**src/rtl/johnson_decoder.sv**
```systemverilog
// johnson_decoder
//   Samples a WIDTH-bit Johnson code on each strobe, decodes it to a binary
//   phase index, checks legality and single-step advance, and tracks lock.
//
// Parameters
//   WIDTH     Johnson code width (sequence length N = 2*WIDTH, WIDTH >= 2)
//   LOCK_CNT  consecutive correct successor steps needed to lock (1..15)
//   IW        index width, $clog2(2*WIDTH)
//
// Ports
//   clk          clock, rising edge
//   rst          asynchronous reset, active low
//   en           sample strobe
//   code         Johnson code under test
//   index        phase of the last legal sample
//   valid        pulse: legal code decoded on the previous sampling edge
//   locked       sequence lock status
//   err_illegal  pulse: sampled code is not a Johnson state
//   err_seq      pulse: legal but wrong successor while locked
//   err_count    saturating count of error pulses
//
// Build option
//   JOHNSON_DEC_STALL_EN  when defined, a repeated index is accepted silently
//                         (tolerates a pausing source counter); otherwise it
//                         is treated as a wrong successor.

module johnson_decoder #(
  parameter int WIDTH    = 4,
  parameter int LOCK_CNT = 3,
  localparam int N       = 2 * WIDTH,
  localparam int IW      = $clog2(2 * WIDTH)
) (
  input  logic             clk,
  input  logic             rst,
  input  logic             en,
  input  logic [WIDTH-1:0] code,
  output logic [IW-1:0]    index,
  output logic             valid,
  output logic             locked,
  output logic             err_illegal,
  output logic             err_seq,
  output logic [7:0]       err_count
);

  localparam int RW = (LOCK_CNT < 2) ? 1 : $clog2(LOCK_CNT + 1);

  localparam logic [0:0] HUNT   = 1'b0;
  localparam logic [0:0] LOCKED = 1'b1;

  logic [0:0]    state;
  logic [IW-1:0] prev_idx;
  logic [RW-1:0] run;
  logic          first;

  logic          legal;
  logic [IW-1:0] idx;
  logic [IW-1:0] nxt_idx;
  logic          is_succ;
  int            nbound;
  int            pop;

  // A Johnson state has at most one 0/1 boundary between adjacent bits;
  // that gives exactly 2*WIDTH legal codes.
  always_comb begin
    nbound = 0;
    pop    = 0;
    for (int i = 0; i < WIDTH - 1; i++)
      if (code[i] != code[i+1]) nbound = nbound + 1;
    for (int i = 0; i < WIDTH; i++)
      if (code[i]) pop = pop + 1;
    legal = (nbound <= 1);
    // Filling phase (msb=0) counts ones; draining phase counts down from N.
    idx   = code[WIDTH-1] ? IW'(N - pop) : IW'(pop);
  end

  assign nxt_idx = (prev_idx == IW'(N - 1)) ? '0 : prev_idx + 1'b1;
  assign is_succ = (idx == nxt_idx);
  assign locked  = (state == LOCKED);

  always_ff @(posedge clk or negedge rst) begin
    if (!rst) begin
      state       <= HUNT;
      prev_idx    <= '0;
      run         <= '0;
      first       <= 1'b1;
      index       <= '0;
      valid       <= 1'b0;
      err_illegal <= 1'b0;
      err_seq     <= 1'b0;
      err_count   <= '0;
    end else begin
      valid       <= 1'b0;
      err_illegal <= 1'b0;
      err_seq     <= 1'b0;
      if (en) begin
        if (!legal) begin
          // index/prev_idx hold so recovery is judged against the last good phase
          err_illegal <= 1'b1;
          run         <= '0;
          state       <= HUNT;
          if (err_count != 8'hff) err_count <= err_count + 8'd1;
        end else begin
          valid    <= 1'b1;
          index    <= idx;
          prev_idx <= idx;
          first    <= 1'b0;
          if (first) begin
            // reference point only: no step is judged
          end else if (is_succ) begin
            if (state == HUNT) begin
              run <= run + 1'b1;
              if (run == RW'(LOCK_CNT - 1)) state <= LOCKED;
            end
          end
`ifdef JOHNSON_DEC_STALL_EN
          else if (idx == prev_idx) begin
            // paused source: keep state and run as they are
          end
`endif
          else begin
            if (state == LOCKED) begin
              err_seq <= 1'b1;
              if (err_count != 8'hff) err_count <= err_count + 8'd1;
            end
            state <= HUNT;
            run   <= '0;
          end
        end
      end
    end
  end

endmodule

```
**config.mk**
```make
export PLATFORM = sky130hd
export DESIGN_NAME = johnson_decoder
export DESIGN_NICKNAME = d
export VERILOG_FILES = /design/src/rtl/johnson_decoder.sv
export SDC_FILE = /design/constraint.sdc
export NUM_CORES = 1
export LEC_CHECK = 0
export ABC_AREA = 1
export CORE_UTILIZATION = 39
export DETAILED_ROUTE_END_ITERATION = 10
export PLACE_DENSITY_LB_ADDON = 0.05
export SLEW_MARGIN = 20
export SYNTH_ARGS = -nofsm -noshare
export SYNTH_HDL_FRONTEND = slang
export SYNTH_SLANG_ARGS = --single-unit
```
**constraint.sdc**
```tcl
create_clock -name clk -period 3.13 [get_ports clk]
set_clock_uncertainty 0.05 [all_clocks]
set_input_delay 0.313 -clock clk [delete_from_list [all_inputs] [get_ports clk]]
set_output_delay 0.313 -clock clk [all_outputs]
set_load 0.01 [all_outputs]
```
Word-level counts from Yosys, hierarchy flattened. Cells that the tools add are included.

Add/sub/neg operators: 9. $lt $le $gt $ge: 1. Eq/ne operators: 11. Mux-type cells: 32. Reduce and logical (&&, ||, !) cells: 4.

Operator list (number): adder 32 x 2 -> 32 bit, second input constant (2); two-way mux 32 bit (2); two-way mux 8 bit (5); less-or-equal comparator 32 x 2 -> 1 bit, second input constant (1); two-way mux 1 bit (16); two-way mux 3 bit (5); adder 8 x 1 -> 8 bit, second input constant (1); two-way mux 2 bit (4); != test 8 bit, second input constant (1); adder 3 x 2 -> 3 bit, second input constant (2); != test 2 bit, second input constant (3); AND reduction 2 bit (2); AND reduction 4 bit (1); adder 3 x 1 -> 3 bit, second input constant (1); == test 3 bit (1); == test 3 bit, second input constant (1); != test 1 bit (3); != test 3 bit, second input constant (1); AND reduction 3 bit (1); subtractor 1 x 3 -> 3 bit, first input constant (1); adder 1 x 1 -> 2 bit, second input constant (1); adder 2 x 1 -> 2 bit, second input constant (1); == test 2 bit, second input constant (1).

Bits in registers: 18. Input port bits: 7. Output and inout port bits: 15. Logic and storage cells: 65.

Longest topological paths before layout.
Word-level depth: 14. Gate-level depth with buffers: 14. Depth with buffers taken out: 14.

Worst setup path before layout. Ideal clock, no wire load.

Path kind: in2reg. Start point: in code[0]. End point: reg err_count[3]. Library setup time: 117 ps. Arrival time: 1662 ps. Required time: 2963 ps. Slack: 1301 ps. Cell stages on the path: 12. Buffers on the path: 0. Cell sequence: inv_1 > ha_1 > ha_1 > inv_1 > nand3_2 > nand2_4 > nand2_4 > clkinv_4 > nand2_2 > nand3_4 > nand2_1 > nand2_1.

Word-level cells in the longest chain between the ends: 12. Elaborated cells on any way between the ends: 22. Those cells by class: add/sub: 6; order compare: 1; eq/ne: 5; mux: 9; reduce/logical: 1.

RTL lines: from (decl) (RTL line 36) `input logic [WIDTH-1:0] code,`; branches (longest 12 deep; another with adder 32 x 2 -> 32 bit); to (signal assigned) (RTL line 101) `if (err_count != 8'hff) err_count <= err_count + 8'd1;`; to (signal assigned) (RTL line 123) `if (err_count != 8'hff) err_count <= err_count + 8'd1;`; to (decl) (RTL line 42) `output logic [7:0] err_count`.

Several ways; the timed one is not identified. A chain may end at the register's enable or synchronous reset.

Worst setup path after layout.
Start point: in code[1]. End point: reg err_count[4].

Word-level cells in the longest chain between the ends: 10. Elaborated cells on any way between the ends: 21. Those cells by class: add/sub: 5; order compare: 1; eq/ne: 6; mux: 8; reduce/logical: 1.

RTL lines: branches (longest 10 deep; another with adder 32 x 2 -> 32 bit).

Several ways; the timed one is not identified.

==> flow_metrics.py <==
metrics = {
    "power": {
        "p_int_uw": 510,
        "p_switching_uw": 309,
        "total_power_uw": 818,
        "p_comb_frac": 0.432,
        "p_leak_nw": 0.785,
        "ir_drop_uv": 187,
        "p_clk_frac": 0.172,
        "p_per_area_nw_per_um2": 516,
        "pwr-share-seq": 0.396,
        "sw_frac_of_total": 0.377,
    },
    "die": {
        "coreArea_um2": 3100,
        "die_height_um": 59.7,
        "ios": 22,
        "fp.dieArea_um2": 3560,
        "rows": 20,
        "die_w_um": 59.7,
        "start_util": 0.418,
    },
    "synthesis": {
        "ys_top_cells_by_count": "nand2_1 (53), dfrtp_1 (17), inv_1 (17)",
        "ys_async_sr_fraction": 1.00,
        "ys_ff_latch": 18,
        "ys.warnings.count": 0,
        "yosys.area.top_type": "dfrtp_1",
        "synth_cell_types": 28,
        "synth_area_um2": 1300,
        "synth_nets": 175,
        "yosys_most_used_dff": "dfrtp_1",
        "synth_cells": 160,
        "yosysSeqAreaShare": 0.348,
        "yosys.area.top_type_share": 0.328,
        "synth_edf_count": 0,
        "synth_area_leaders": "dfrtp_1 (33%), nand2_1 (15%), ha_1 (7.7%), inv_1 (4.9%), nand4_1 (4.3%)",
        "yosysMostFrequentCell": "nand2_1",
        "synth_area_per_cell_um2": 8.10,
    },
    "clocking": {
        "clk_pin_slew_ps": 100,
        "cts-resized-gates": 0,
        "cts_sinks": 18,
        "cts_buffer_depth": 2,
        "clkLatencyLatePin_ps": 290,
        "htreeDepth": 1,
        "cts_buffers": 3,
        "holdBufCountCts": 0,
        "cts_tree": "done",
        "cts_setup_buffers": 0,
        "cts_root_buf": "clkbuf_4",
    },
    "setup_path": {
        "critPathMaxStageDelay_ps": 520,
        "r2r-end": "err_count[4]$_DFFE_PN0P_",
        "slowest_stage": "clkdlybuf4s50_1",
        "path_buf_inv": 3,
        "reg2reg_depth": 10,
        "arrival_ps": 2390,
        "worst_path_dominant_cell_family": "simple AND/OR/NAND/NOR gates",
        "endpoint_kind": "flip-flop",
        "worst-endpoint-required_ps": 3270,
        "cp-start-kind": "input pin",
        "cp.depth": 12,
        "reg2reg_from": "prev_idx[0]$_DFFE_PN0P_",
        "path_cells": "clkdlybuf4s50_1, inv_1, ha_1, inv_1, ha_1, nand3b_4, nand3_4, nand2_4, nor2_4, nand3_4, nand2_1, nand2_1",
        "cp_max_fo": 9,
        "path_class": "input pin to flip-flop",
        "reg2reg_slack_ps": 1250,
    },
    "routing": {
        "drt.antenna.violating_nets": 0,
        "wl_um": 2420,
        "vias": 1080,
        "drtPass1Iterations": 4,
        "wl_per_cell_um": 10.6,
        "drt_iter0_drc": 58,
        "drc": 0,
        "vias_per_cell": 4.74,
    },
    "cells_and_area": {
        "antenna_cells": 0,
        "finalCoreUtilization": 0.511,
        "final.fill_count": 312,
        "area_delta_synth_final_pct": 22.4,
        "drive_above_1_share": 0.130,
        "seq_area_um2": 452,
        "fin_nets": 200,
        "multi_input_area_um2": 747,
        "design_area_um2": 1590,
        "layout.cells.non_filler": 228,
    },
    "sta": {
        "period_minus_slack_ps": 2250,
        "slew_headroom": 0.472,
        "fin_crit_sh": 0.719,
        "holdWs_ps": 424,
        "setup_viol": 0,
        "setup_ws_ps": 880,
        "tightest_slew_ps": 789,
        "fmax_mhz": 444,
        "final_hold_viol_count": 0,
        "rsz0062_at_grt": "false",
        "tns_ps": 0,
        "slew_viol_final": 0,
    },
    "worst_hold_path": {
        "min_path_type": "input pin to async pin",
    },
    "place": {
        "place_hpwl_um": 1910,
        "dp_slack_ps": 570,
        "io_buffers": 21,
        "place_congestion": 0.790,
        "placed_cell_area_um2": 1550,
        "post-place-cells": 224,
    },
    "grt": {
        "first_global_vias": 958,
        "grt_pass1_wl_um": 4170,
        "antenna_found_initial": 0,
        "grt_use_total": 0.154,
        "overflow": 0,
        "grt_max_degree": 19,
    },
    "run": {
        "cap_violations": 0,
    },
    "status": {
        "run_status": "finished clean",
    },
}
-- worst reg2reg max path: cells and delay by family, from the launching register on --
kind | cells | cell delay, ps
and+or+nand+nor | 7 | 820
DFF | 1 | 430
buffers and inverters | 1 | 60
adders and majority gates | 2 | 410
-- registers in the layout, indices dropped and copies added (netlist names) --
register     cells
run              2
valid            1
first            1
locked           1
err_seq          1
err_count        8
prev_idx         3
err_illegal      1
-- power by group through the flow --
| stage | registers [mW] | logic [mW] | clock network (mW) |
|---|---|---|---|
| floorplan | 0.340 | 0.209 | 0 |
| global placement | 0.328 | 0.355 | 0 |
| detailed placement | 0.328 | 0.356 | 0 |
| CTS | 0.323 | 0.357 | 0.147 |
| global route | 0.332 | 0.401 | 0.156 |
| finish | 0.324 | 0.354 | 0.141 |
-- logic make-up (layout without fill, tap and decap cells) --
group	count (synthesis)	count (layout)	synth area share
AO/OA/AOI/OAI	3	3	0.0154
XOR/XNOR	7	7	0.0473
adder cells (fa/ha/maj)	8	8	0.0772
buffers and inverters	22	46	0.0753
flip-flops	18	18	0.348
AND/OR/NAND/NOR	102	102	0.436
-- layout by cell type (no fill, tap or decap), types with 2 or more instances in the layout --
master,count
nand4_1,9
nand3_4,2
xor2_1,4
nand3_2,2
nand2_2,2
inv_1,17
nor2_1,8
nor3_1,3
xnor2_1,3
clkdlybuf4s50_1,21
dfrtp_1,17
clkbuf_4,3
nor2_4,2
nand3b_1,2
nand2_1,53
inv_2,2
nand3_1,11
nand2_4,4
ha_1,8
-- worst max path at each step --
stage | from | to | slack (ps)
after floorplan | code[0] | err_count[3]$_DFFE_PN0P_ | 1300
after detailed placement | code[1] | err_count[4]$_DFFE_PN0P_ | 570
final | code[1] | err_count[4]$_DFFE_PN0P_ | 880
after global routing | code[1] | err_count[6]$_DFFE_PN0P_ | 720
after global placement | code[1] | err_count[6]$_DFFE_PN0P_ | 600
after CTS | code[1] | err_count[4]$_DFFE_PN0P_ | 880
-- final cells by class --
class,instances,share of cell area
clock buffers,4,0.0229
repair buffers,21,0.132
multi-input cells,120,0.471
inverters,21,0.0544
flip-flops and latches,18,0.285
well taps,44,0.0347
-- routing by layer --
metal	up-vias	routed length [µm]	global-route usage
met5	-	0	0
met4	0	10	0.0365
met3	2	98	0.0411
met2	22	1040	0.219
met1	489	1270	0.230
li1	567	-	-
No activity file was read; power rests on OpenSTA's default activity.
